## src/rtl/arrow_shot_ctrl.sv

```systemverilog
// Arrow shot controller: launch, per-frame rise, hit/ceiling end, registered head/shaft addressing.
// Optional ARROW_STICKY_EN: the head holds at the ceiling for HOLD_FRAMES frames before retiring.
module arrow_shot_ctrl #(
    parameter int unsigned ARROW_W     = 24,
    parameter int unsigned ARROW_H     = 32,
    parameter int unsigned PLAYER_W    = 32,
    parameter int unsigned SCREEN_W    = 640,
    parameter int unsigned FLOOR_Y     = 448,
    parameter int unsigned CEILING_Y   = 16,
    parameter int unsigned SPEED       = 4,
    parameter int unsigned SHAFT_X0    = 10,
    parameter int unsigned SHAFT_W     = 4,
    parameter int unsigned HOLD_FRAMES = 30
) (
    input  logic        clk,
    input  logic        resetN,
    input  logic        startOfFrame,
    input  logic        fire,
    input  logic        hit,
    input  logic [10:0] playerX,
    input  logic [10:0] pixelX,
    input  logic [10:0] pixelY,
    output logic [10:0] offsetX,
    output logic [10:0] offsetY,
    output logic        InsideRectangle,
    output logic        shaftRequest,
    output logic        arrowActive,
    output logic [10:0] arrowTopY
);

    localparam logic [10:0] LaunchY   = 11'(FLOOR_Y - ARROW_H);
    localparam logic [10:0] FloorY    = 11'(FLOOR_Y);
    localparam logic [10:0] CeilY     = 11'(CEILING_Y);
    localparam logic [10:0] ClampY    = 11'(CEILING_Y + SPEED);
    localparam logic [10:0] Speed     = 11'(SPEED);
    localparam logic [10:0] ArrowW    = 11'(ARROW_W);
    localparam logic [10:0] ArrowH    = 11'(ARROW_H);
    localparam logic [10:0] ShaftX0   = 11'(SHAFT_X0);
    localparam logic [10:0] ShaftW    = 11'(SHAFT_W);
    localparam logic [11:0] MaxX      = 12'(SCREEN_W - ARROW_W);
    localparam logic [11:0] CentreOff = 12'((PLAYER_W - ARROW_W) / 2);

`ifdef ARROW_STICKY_EN
    localparam int unsigned HoldW = $clog2(HOLD_FRAMES + 1);
    localparam logic [HoldW-1:0] HoldInit = HoldW'(HOLD_FRAMES);
    typedef enum logic [1:0] {StIdle, StFly, StStick} state_e;
    logic [HoldW-1:0] hold_q, hold_d;
`else
    typedef enum logic [1:0] {StIdle, StFly} state_e;
`endif

    state_e      state_q, state_d;
    logic        fire_q;
    logic [10:0] head_x_q, head_x_d;
    logic [10:0] head_y_q, head_y_d;
    logic        active_q;
    logic        inside_q, inside_d;
    logic        shaft_q, shaft_d;
    logic [10:0] offset_x_q, offset_x_d;
    logic [10:0] offset_y_q, offset_y_d;

    logic        fire_rise;
    logic        active;
    logic [11:0] launch_x;
    logic [10:0] launch_x_clamped;
    logic [10:0] shaft_x;

    assign fire_rise        = fire & ~fire_q;
    // 12-bit sum so a player near the right edge cannot wrap before the clamp
    assign launch_x         = {1'b0, playerX} + CentreOff;
    assign launch_x_clamped = (launch_x > MaxX) ? MaxX[10:0] : launch_x[10:0];

    always_comb begin
        state_d  = state_q;
        head_x_d = head_x_q;
        head_y_d = head_y_q;
`ifdef ARROW_STICKY_EN
        hold_d   = hold_q;
`endif
        case (state_q)
            StIdle: begin
                if (fire_rise) begin
                    state_d  = StFly;
                    head_x_d = launch_x_clamped;
                    head_y_d = LaunchY;
                end
            end
            StFly: begin
                if (hit) begin
                    state_d  = StIdle;
                    head_y_d = LaunchY;
                end else if (startOfFrame) begin
                    // headY - CEILING_Y <= SPEED, rearranged to avoid underflow
                    if (head_y_q <= ClampY) begin
                        head_y_d = CeilY;
`ifdef ARROW_STICKY_EN
                        state_d  = StStick;
                        hold_d   = HoldInit;
`else
                        state_d  = StIdle;
`endif
                    end else begin
                        head_y_d = head_y_q - Speed;
                    end
                end
            end
`ifdef ARROW_STICKY_EN
            StStick: begin
                if (hit) begin
                    state_d  = StIdle;
                    head_y_d = LaunchY;
                end else if (hold_q == '0) begin
                    state_d = StIdle;
                end else if (startOfFrame) begin
                    hold_d = hold_q - 1'b1;
                end
            end
`endif
            default: state_d = StIdle;
        endcase
    end

    assign active  = (state_q != StIdle);
    assign shaft_x = head_x_q + ShaftX0;

    always_comb begin
        inside_d = active
                && (pixelX >= head_x_q) && (pixelX < head_x_q + ArrowW)
                && (pixelY >= head_y_q) && (pixelY < head_y_q + ArrowH);
        shaft_d  = active
                && (pixelX >= shaft_x) && (pixelX < shaft_x + ShaftW)
                && (pixelY >= head_y_q + ArrowH) && (pixelY < FloorY);
        offset_x_d = inside_d ? (pixelX - head_x_q) : '0;
        offset_y_d = inside_d ? (pixelY - head_y_q) : '0;
    end

    always_ff @(posedge clk or negedge resetN) begin
        if (!resetN) begin
            state_q    <= StIdle;
            fire_q     <= 1'b0;
            head_x_q   <= '0;
            head_y_q   <= LaunchY;
            active_q   <= 1'b0;
            inside_q   <= 1'b0;
            shaft_q    <= 1'b0;
            offset_x_q <= '0;
            offset_y_q <= '0;
        end else begin
            state_q    <= state_d;
            fire_q     <= fire;
            head_x_q   <= head_x_d;
            head_y_q   <= head_y_d;
            active_q   <= active;
            inside_q   <= inside_d;
            shaft_q    <= shaft_d;
            offset_x_q <= offset_x_d;
            offset_y_q <= offset_y_d;
        end
    end

`ifdef ARROW_STICKY_EN
    always_ff @(posedge clk or negedge resetN) begin
        if (!resetN) begin
            hold_q <= '0;
        end else begin
            hold_q <= hold_d;
        end
    end
`endif

    assign offsetX         = offset_x_q;
    assign offsetY         = offset_y_q;
    assign InsideRectangle = inside_q;
    assign shaftRequest    = shaft_q;
    assign arrowActive     = active_q;
    assign arrowTopY       = head_y_q;

endmodule

```

## config.mk

```make
export PLATFORM = sky130hd
export DESIGN_NAME = arrow_shot_ctrl
export DESIGN_NICKNAME = d
export VERILOG_FILES = /design/src/rtl/arrow_shot_ctrl.sv
export SDC_FILE = /design/constraint.sdc
export NUM_CORES = 1
export LEC_CHECK = 0
export ABC_AREA = 1
export BUFFER_PORTS_ARGS = -buffer_cell sky130_fd_sc_hd__buf_2
export CORE_UTILIZATION = 33
export CTS_BUF_LIST = sky130_fd_sc_hd__clkbuf_4 sky130_fd_sc_hd__clkbuf_8 sky130_fd_sc_hd__clkbuf_16
export DETAILED_ROUTE_END_ITERATION = 7
export HOLD_SLACK_MARGIN = 0.05
export PLACE_DENSITY = 0.5
export SYNTH_ARGS = -nofsm -noshare
export SYNTH_HDL_FRONTEND = slang
export SYNTH_SLANG_ARGS = --single-unit
export TNS_END_PERCENT = 20
```

## constraint.sdc

```tcl
create_clock -name clk -period 3.46 [get_ports clk]
set_input_delay 0.173 -clock clk [delete_from_list [all_inputs] [get_ports clk]]
set_output_delay 0.173 -clock clk [all_outputs]
set_load 0.01 [all_outputs]
```

**Word level (Yosys, flattened, before mapping)**

Cells that the tools add are included.

- Bitwise logic cells: 2
- Add/subtract/negate cells: 8
- Eq/ne operators: 4
- Order comparisons: 10
- Mux-type cells: 13
- Reduce and logical (&&, ||, !) cells: 14

Operator list:

| cell | number |
|---|---|
| 2-to-1 mux 11 bit | 7 |
| >= comparator 11 bit | 4 |
| < comparator 11 bit | 3 |
| case mux 11 bit (2 select lines) | 1 |
| subtractor 11 bit | 2 |
| adder 11 x 3 -> 12 bit (second input constant) | 1 |
| > comparator 12 x 10 -> 1 bit (second input constant) | 1 |
| adder 11 x 3 -> 11 bit (second input constant) | 1 |
| adder 11 x 4 -> 11 bit (second input constant) | 1 |
| adder 11 x 5 -> 11 bit (second input constant) | 1 |
| adder 11 x 6 -> 11 bit (second input constant) | 1 |
| <= comparator 11 x 5 -> 1 bit (second input constant) | 1 |
| < comparator 11 x 9 -> 1 bit (second input constant) | 1 |
| subtractor 11 x 3 -> 11 bit (second input constant) | 1 |
| logical AND 1 bit | 8 |
| 2-to-1 mux 2 bit | 4 |
| inequality test 3 bit (second input constant) | 2 |
| AND reduction 3 bit | 2 |
| case mux 2 bit (2 select lines) | 1 |
| nonzero test 2 bit | 2 |
| == test 2 x 1 -> 1 bit (second input constant) | 1 |
| logical NOT 2 bit | 1 |
| inequality test 2 bit (second input constant) | 1 |
| AND reduction 2 bit | 1 |
| 2 further kinds | 2 |

- Flip-flop bits (word level): 50
- Input port bits: 38
- Output and inout bits: 36
- Word-level logic and storage cells: 60

**Logic depth before layout (Yosys ltp)**

- Depth in word-level cells: 6
- Gate-level depth with buffers: 18
- Mapped depth without buffers: 18

**Worst setup path after synthesis**

OpenSTA, ideal clock, no wires.

- Path kind: flip-flop to flip-flop
- From: register head_x_q[3]
- To: register shaft_q (netlist: shaftRequest)
- Slack: 1.017 ns
- Setup time: 0.071 ns
- Cell stages (with the launch flop): 17
- Period minus slack after synthesis: 2.443 ns
- Arrival time: 2.372 ns
- Cells stage by stage: dfrtp_1 inv_2 ha_1 nand2_1 nand2_1 xor2_2 nor3b_2 nand4_1 xnor2_1 ha_1 nor4_1 nand2_1 a31oi_1 nand2_1 inv_1 nand2_1 nor2_1

- Word-level cells in the longest chain between the ends: 6
- Elaborated cells between the ends (all ways): 8
- Classes of those cells: 2 x add/sub; 2 x order compare; 4 x reduce/logical

Ends and longest elaborated chain:

| element | RTL line | text |
|---|---|---|
| start: declaration | 54 | `logic [10:0] head_x_q, head_x_d;` |
| start signal: assignment | 141 | `head_x_q <= '0;` |
| start signal: assignment | 151 | `head_x_q <= head_x_d;` |
| adder 11 x 4 -> 11 bit * | 124 | `assign shaft_x = head_x_q + ShaftX0;` |
| adder 11 x 3 -> 11 bit / >= comparator 11 bit (equally long branches) | 131 | `&& (pixelX >= shaft_x) && (pixelX < shaft_x + ShaftW)` |
| < comparator 11 bit / logical AND 1 bit (equally long branches) | 131 |  |
| logical AND 1 bit * | 131 |  |
| logical AND 1 bit * (2 in series) | 132 | `&& (pixelY >= head_y_q + ArrowH) && (pixelY < FloorY);` |
| net shaft_d | 58 | `logic shaft_q, shaft_d;` |
| end signal: assignment | 155 | `shaft_q <= shaft_d;` |
| end: declaration | 58 |  |

The timed path passes the listed nets; every way through them passes the cells marked *.
A chain may end at the register's enable or synchronous reset.

**Final worst setup path**

Same ends and word-level chain as after synthesis.

==> out/summary.md <==
The tools report the total power after layout as 0.002311 W. The run gives 3692 as the number of global-route vias before repair. In the synthesized netlist, the number of instances is 568. TritonCTS built the clock tree. The run gives 0.001317 W as the internal cell power.

The logs give 0 for the count of max-cap constraint violations and 3670 ps for the required time at the endpoint of the critical path. The placed wire-length estimate after detailed placement was 8.780 mm. From bottom edge to top edge, the die measures 118.6 um. Clock latency on the worst-skew pair, taken at its later pin, is 290 ps.

Die outline width: 118.6 um. The tools report the startpoint of the worst-slack reg-to-reg timing path as head_x_q[3]$_DFFE_PN0P_. The final weighted congestion in routability-driven placement is 0.8659, and the number of distinct library cells after synthesis is 44. After synthesis, the most frequently instantiated cells are sky130_fd_sc_hd__nand2_1 (112), sky130_fd_sc_hd__inv_1 (77), sky130_fd_sc_hd__ha_1 (66), sky130_fd_sc_hd__dfrtp_1 (44), sky130_fd_sc_hd__a21oi_1 (36).

The run finished with clean final reports. The end of the worst register-to-register path was shaftRequest$_DFF_PN0_. After the flow finishes, the layout carries non-filler instances totaling 819. The tools report the initial antenna violation count as 0. The most critical setup path has its startpoint at head_x_q[3]$_DFFE_PN0P_. Placed cell count: 812.

In this run the count of I/O pins placed on the die edge is 74. The net count of the finished layout is 749. The share of the clock period used by the worst path was 82.45%; the post-synthesis cell area was 4483 um2. For the remaining design rule violation count, the log shows 0. Category of the worst setup path capture point: a register. The total overflow left after global routing is 0. Setup violations remaining at the end of the flow were counted as 0.

The number of warnings printed during yosys synthesis is 0. The placeable core region is 13240 um2. At the pin with the least slew margin, the transition time is 1040 ps. The class of the tightest hold or removal check is in -> async.

After synthesis, the largest area contributor takes up 24.56% of total cell area. For the post-cts resize count, the log shows 0. The maximum number of pins on one net before global-route repair was 48; the switching share of power was 43.02%.

The synthesized design contains 47 register bits. Setup clock skew after layout: 12.00 ps. Combinational logic is responsible for 51.4% of the overall power. The proportion of layout cells with a drive suffix above 1 works out to 21.00%. Along the worst path, the maximum fanout reaches 7. For this run, the register share of the synthesized area comes to 26.32%. The sequential share of power was 28.9%. Fmax: 0.3506 GHz. The area growth from synthesis to final layout was 15.24%. The die covers 14060 um2. The number of antenna diodes in the final layout is 0. The H-tree depth came out at 2.

The synthesized design contains 0 enable-type register cells. The clock-pin slew of the registers on the worst-case setup and hold paths is 60 ps, and the number of failing hold endpoints at the final stage is 0. A synthesized cell averages 7.893 um2. In this run the core area contains 42 standard-cell rows. Across all layers, the routed design uses 3779 vias. Using the TritonRoute via totals, the vias-per-cell ratio works out to 4.614. Summed over all failing endpoints, the final setup total negative slack is 0 ps. The run gives 47 as the sink count of the clock tree. The power density normalized to cell area works out to 447.3 nW/um2. The worst-case IR drop observed on VDD is 169.1 uV.

The clock network is responsible for 19.8% of the overall power. Count of final max-slew check failures: 0. The logs give 0 for the number of antenna-violating nets in the routed design and 1399 for the fill cell total of the finished layout. After detailed routing, the total wire length is 10.38 mm.

The first detailed-routing pass ran for 4 iterations. The depth of the worst register-to-register path works out to 16. The tools report the kind of launch point of the worst setup path as a register. Dividing the detail-routed wire length by the instance count gives 12.67 um.

The analysis attributes to cell leakage a power of 2.708 nW. In this run the register-to-register setup slack is 610 ps. First-pass GRT wire length: 17.60 mm. The run gives 158 as the iteration-0 DRC count of the detailed router.

The worst setup path is of the reg -> reg kind. The worst path arrival time is 3070 ps, and the number of buffers inserted during clock tree synthesis is 5. The root buffer selected by CTS is sky130_fd_sc_hd__clkbuf_16. The dominant cell by count in the synthesized netlist was sky130_fd_sc_hd__nand2_1. The longest clock path from root to sink contains 2 buffers. The relative slew slack was 30.64%. Ranked by total cell area, the synthesized netlist is headed by sky130_fd_sc_hd__dfrtp_1 (25%), sky130_fd_sc_hd__ha_1 (18%), sky130_fd_sc_hd__nand2_1 (9.4%), sky130_fd_sc_hd__inv_1 (6.4%), sky130_fd_sc_hd__xor2_1 (6.3%). The total global-route track usage was 15.43%. Effective utilization at floorplan: 33.85%. Setup repair after global routing left no endpoint under its margin.

After layout, the minimum clock period comes to 2853 ps. During placement, the flow inserted port buffers numbering 71. Of all flip-flops after synthesis, the portion carrying an async set or reset was 100.0%. sky130_fd_sc_hd__dfrtp_1 takes more of the synthesized area than any other cell.

For the net switching power figure, the log shows 0.0009943 W. The most used flip-flop cell after synthesis is sky130_fd_sc_hd__dfrtp_1.
critical path: stages, from the launching register on:
cell and delay, ps:
sky130_fd_sc_hd__dfrtp_1 430, sky130_fd_sc_hd__inv_2 110, sky130_fd_sc_hd__ha_1 210, sky130_fd_sc_hd__nand2_1 60, sky130_fd_sc_hd__nand2_1 140, sky130_fd_sc_hd__xor2_2 230, sky130_fd_sc_hd__nor3b_2 330, sky130_fd_sc_hd__nand4_1 170
sky130_fd_sc_hd__xnor2_1 160, sky130_fd_sc_hd__ha_1 180, sky130_fd_sc_hd__nor4_1 270, sky130_fd_sc_hd__nand2_1 90, sky130_fd_sc_hd__a31oi_1 150, sky130_fd_sc_hd__nand2_1 60, sky130_fd_sc_hd__inv_1 70, sky130_fd_sc_hd__nand2_1 50
sky130_fd_sc_hd__nor2_1 90
cells in the final DEF (no fill, tap or decap), types with 3 or more instances in the layout:
cell | netlist | final
sky130_fd_sc_hd__nand2_2 | 4 | 4
sky130_fd_sc_hd__xor2_1 | 32 | 32
sky130_fd_sc_hd__inv_2 | 5 | 5
sky130_fd_sc_hd__dfstp_2 | 3 | 3
sky130_fd_sc_hd__a21o_1 | 4 | 4
sky130_fd_sc_hd__nand4_1 | 10 | 10
sky130_fd_sc_hd__nor3_1 | 6 | 6
sky130_fd_sc_hd__nand2_1 | 112 | 112
sky130_fd_sc_hd__nand3_1 | 32 | 32
sky130_fd_sc_hd__inv_1 | 77 | 77
sky130_fd_sc_hd__buf_2 | 1 | 71
sky130_fd_sc_hd__dfrtp_1 | 44 | 44
sky130_fd_sc_hd__clkbuf_16 | 0 | 5
sky130_fd_sc_hd__nor2_2 | 5 | 5
sky130_fd_sc_hd__nor2_1 | 35 | 35
sky130_fd_sc_hd__conb_1 | 2 | 4
sky130_fd_sc_hd__o21ai_1 | 3 | 3
sky130_fd_sc_hd__nor3_2 | 22 | 22
sky130_fd_sc_hd__xnor2_1 | 10 | 10
sky130_fd_sc_hd__o22ai_1 | 8 | 8
sky130_fd_sc_hd__o21ai_2 | 4 | 4
sky130_fd_sc_hd__o21ai_0 | 17 | 17
sky130_fd_sc_hd__ha_1 | 66 | 66
sky130_fd_sc_hd__a21oi_1 | 36 | 36
per-stage QoR:
| step | area (um2) | util (%) | setup slack [ps] | hold slack [ps] |
|---|---|---|---|---|
| 5_1_grt | 5166 | 39.01 | 340.6 | 138.6 |
| 2_1_floorplan | 4491 | - | 1017 | -122.6 |
| 4_1_cts | 5166 | 39.01 | 589.2 | 113.6 |
| 3_3_place_gp | 5024 | 37.93 | 707.6 | 300.0 |
| 6_report | 5166 | 39.01 | 607.4 | 67.23 |
| 3_5_place_dp | 5024 | 37.93 | 615.2 | 302.7 |
power groups by stage:
stage	registers (W)	logic [W]	clock network (W)
global route	0.000676	0.00137	0.000493
CTS	0.000667	0.00120	0.000476
detailed placement	0.000677	0.00119	0
finish	0.000667	0.00119	0.000457
global placement	0.000674	0.00117	0
floorplan	0.000677	0.000883	0
registers in the layout, indices dropped and copies added, names as in the netlist:
signal and flops:
head_x_q 11, offsetX 11, offsetY 11, arrowTopY 9, InsideRectangle 1, arrowActive 1
fire_q 1, shaftRequest 1, state_q 1
repair_timing:
action / CTS / global route
buffers inserted: 0 / 0
hold buffers: 1 / 0
endpoints found under the hold margin: 1 / 0
worst max-delay path by stage:
stage,slack [ps],end
after floorplan,1020,shaftRequest$_DFF_PN0_
after global placement,710,shaftRequest$_DFF_PN0_
after detailed placement,620,shaftRequest$_DFF_PN0_
after CTS,590,shaftRequest$_DFF_PN0_
after global routing,340,shaftRequest$_DFF_PN0_
final,610,shaftRequest$_DFF_PN0_
cell type report:
cell class	count	area (um2)	area share [%]
multi-input cells	435	2953	57.16
flip-flops and latches	47	1180	22.84
inverters	82	307.8	5.958
clock buffers	6	132.6	2.567
repair buffers	73	372.9	7.217
well taps	176	220.2	4.263
kinds of logic (layout without fill, tap and decap cells):
kind of cell / count (synthesis) / after routing / synth area share [%]
flops: 47 / 47 / 26.32
compound gates: 80 / 80 / 10.33
fa+ha+maj: 67 / 67 / 18.87
xor+xnor: 44 / 44 / 8.931
simple gates: 240 / 240 / 27.41
other cells: 2 / 4 / 0.1675
buf+inv: 88 / 161 / 7.982
metal layers:
metal	share of wire (%)	routed length (um)	GRT usage [%]
met5	0	0	0
met4	1.1	109	3.718
met1	51	5320	21.47
met2	45	4645	25.22
met3	2.9	299	2.027
Power figures use the tool's default switching activity.
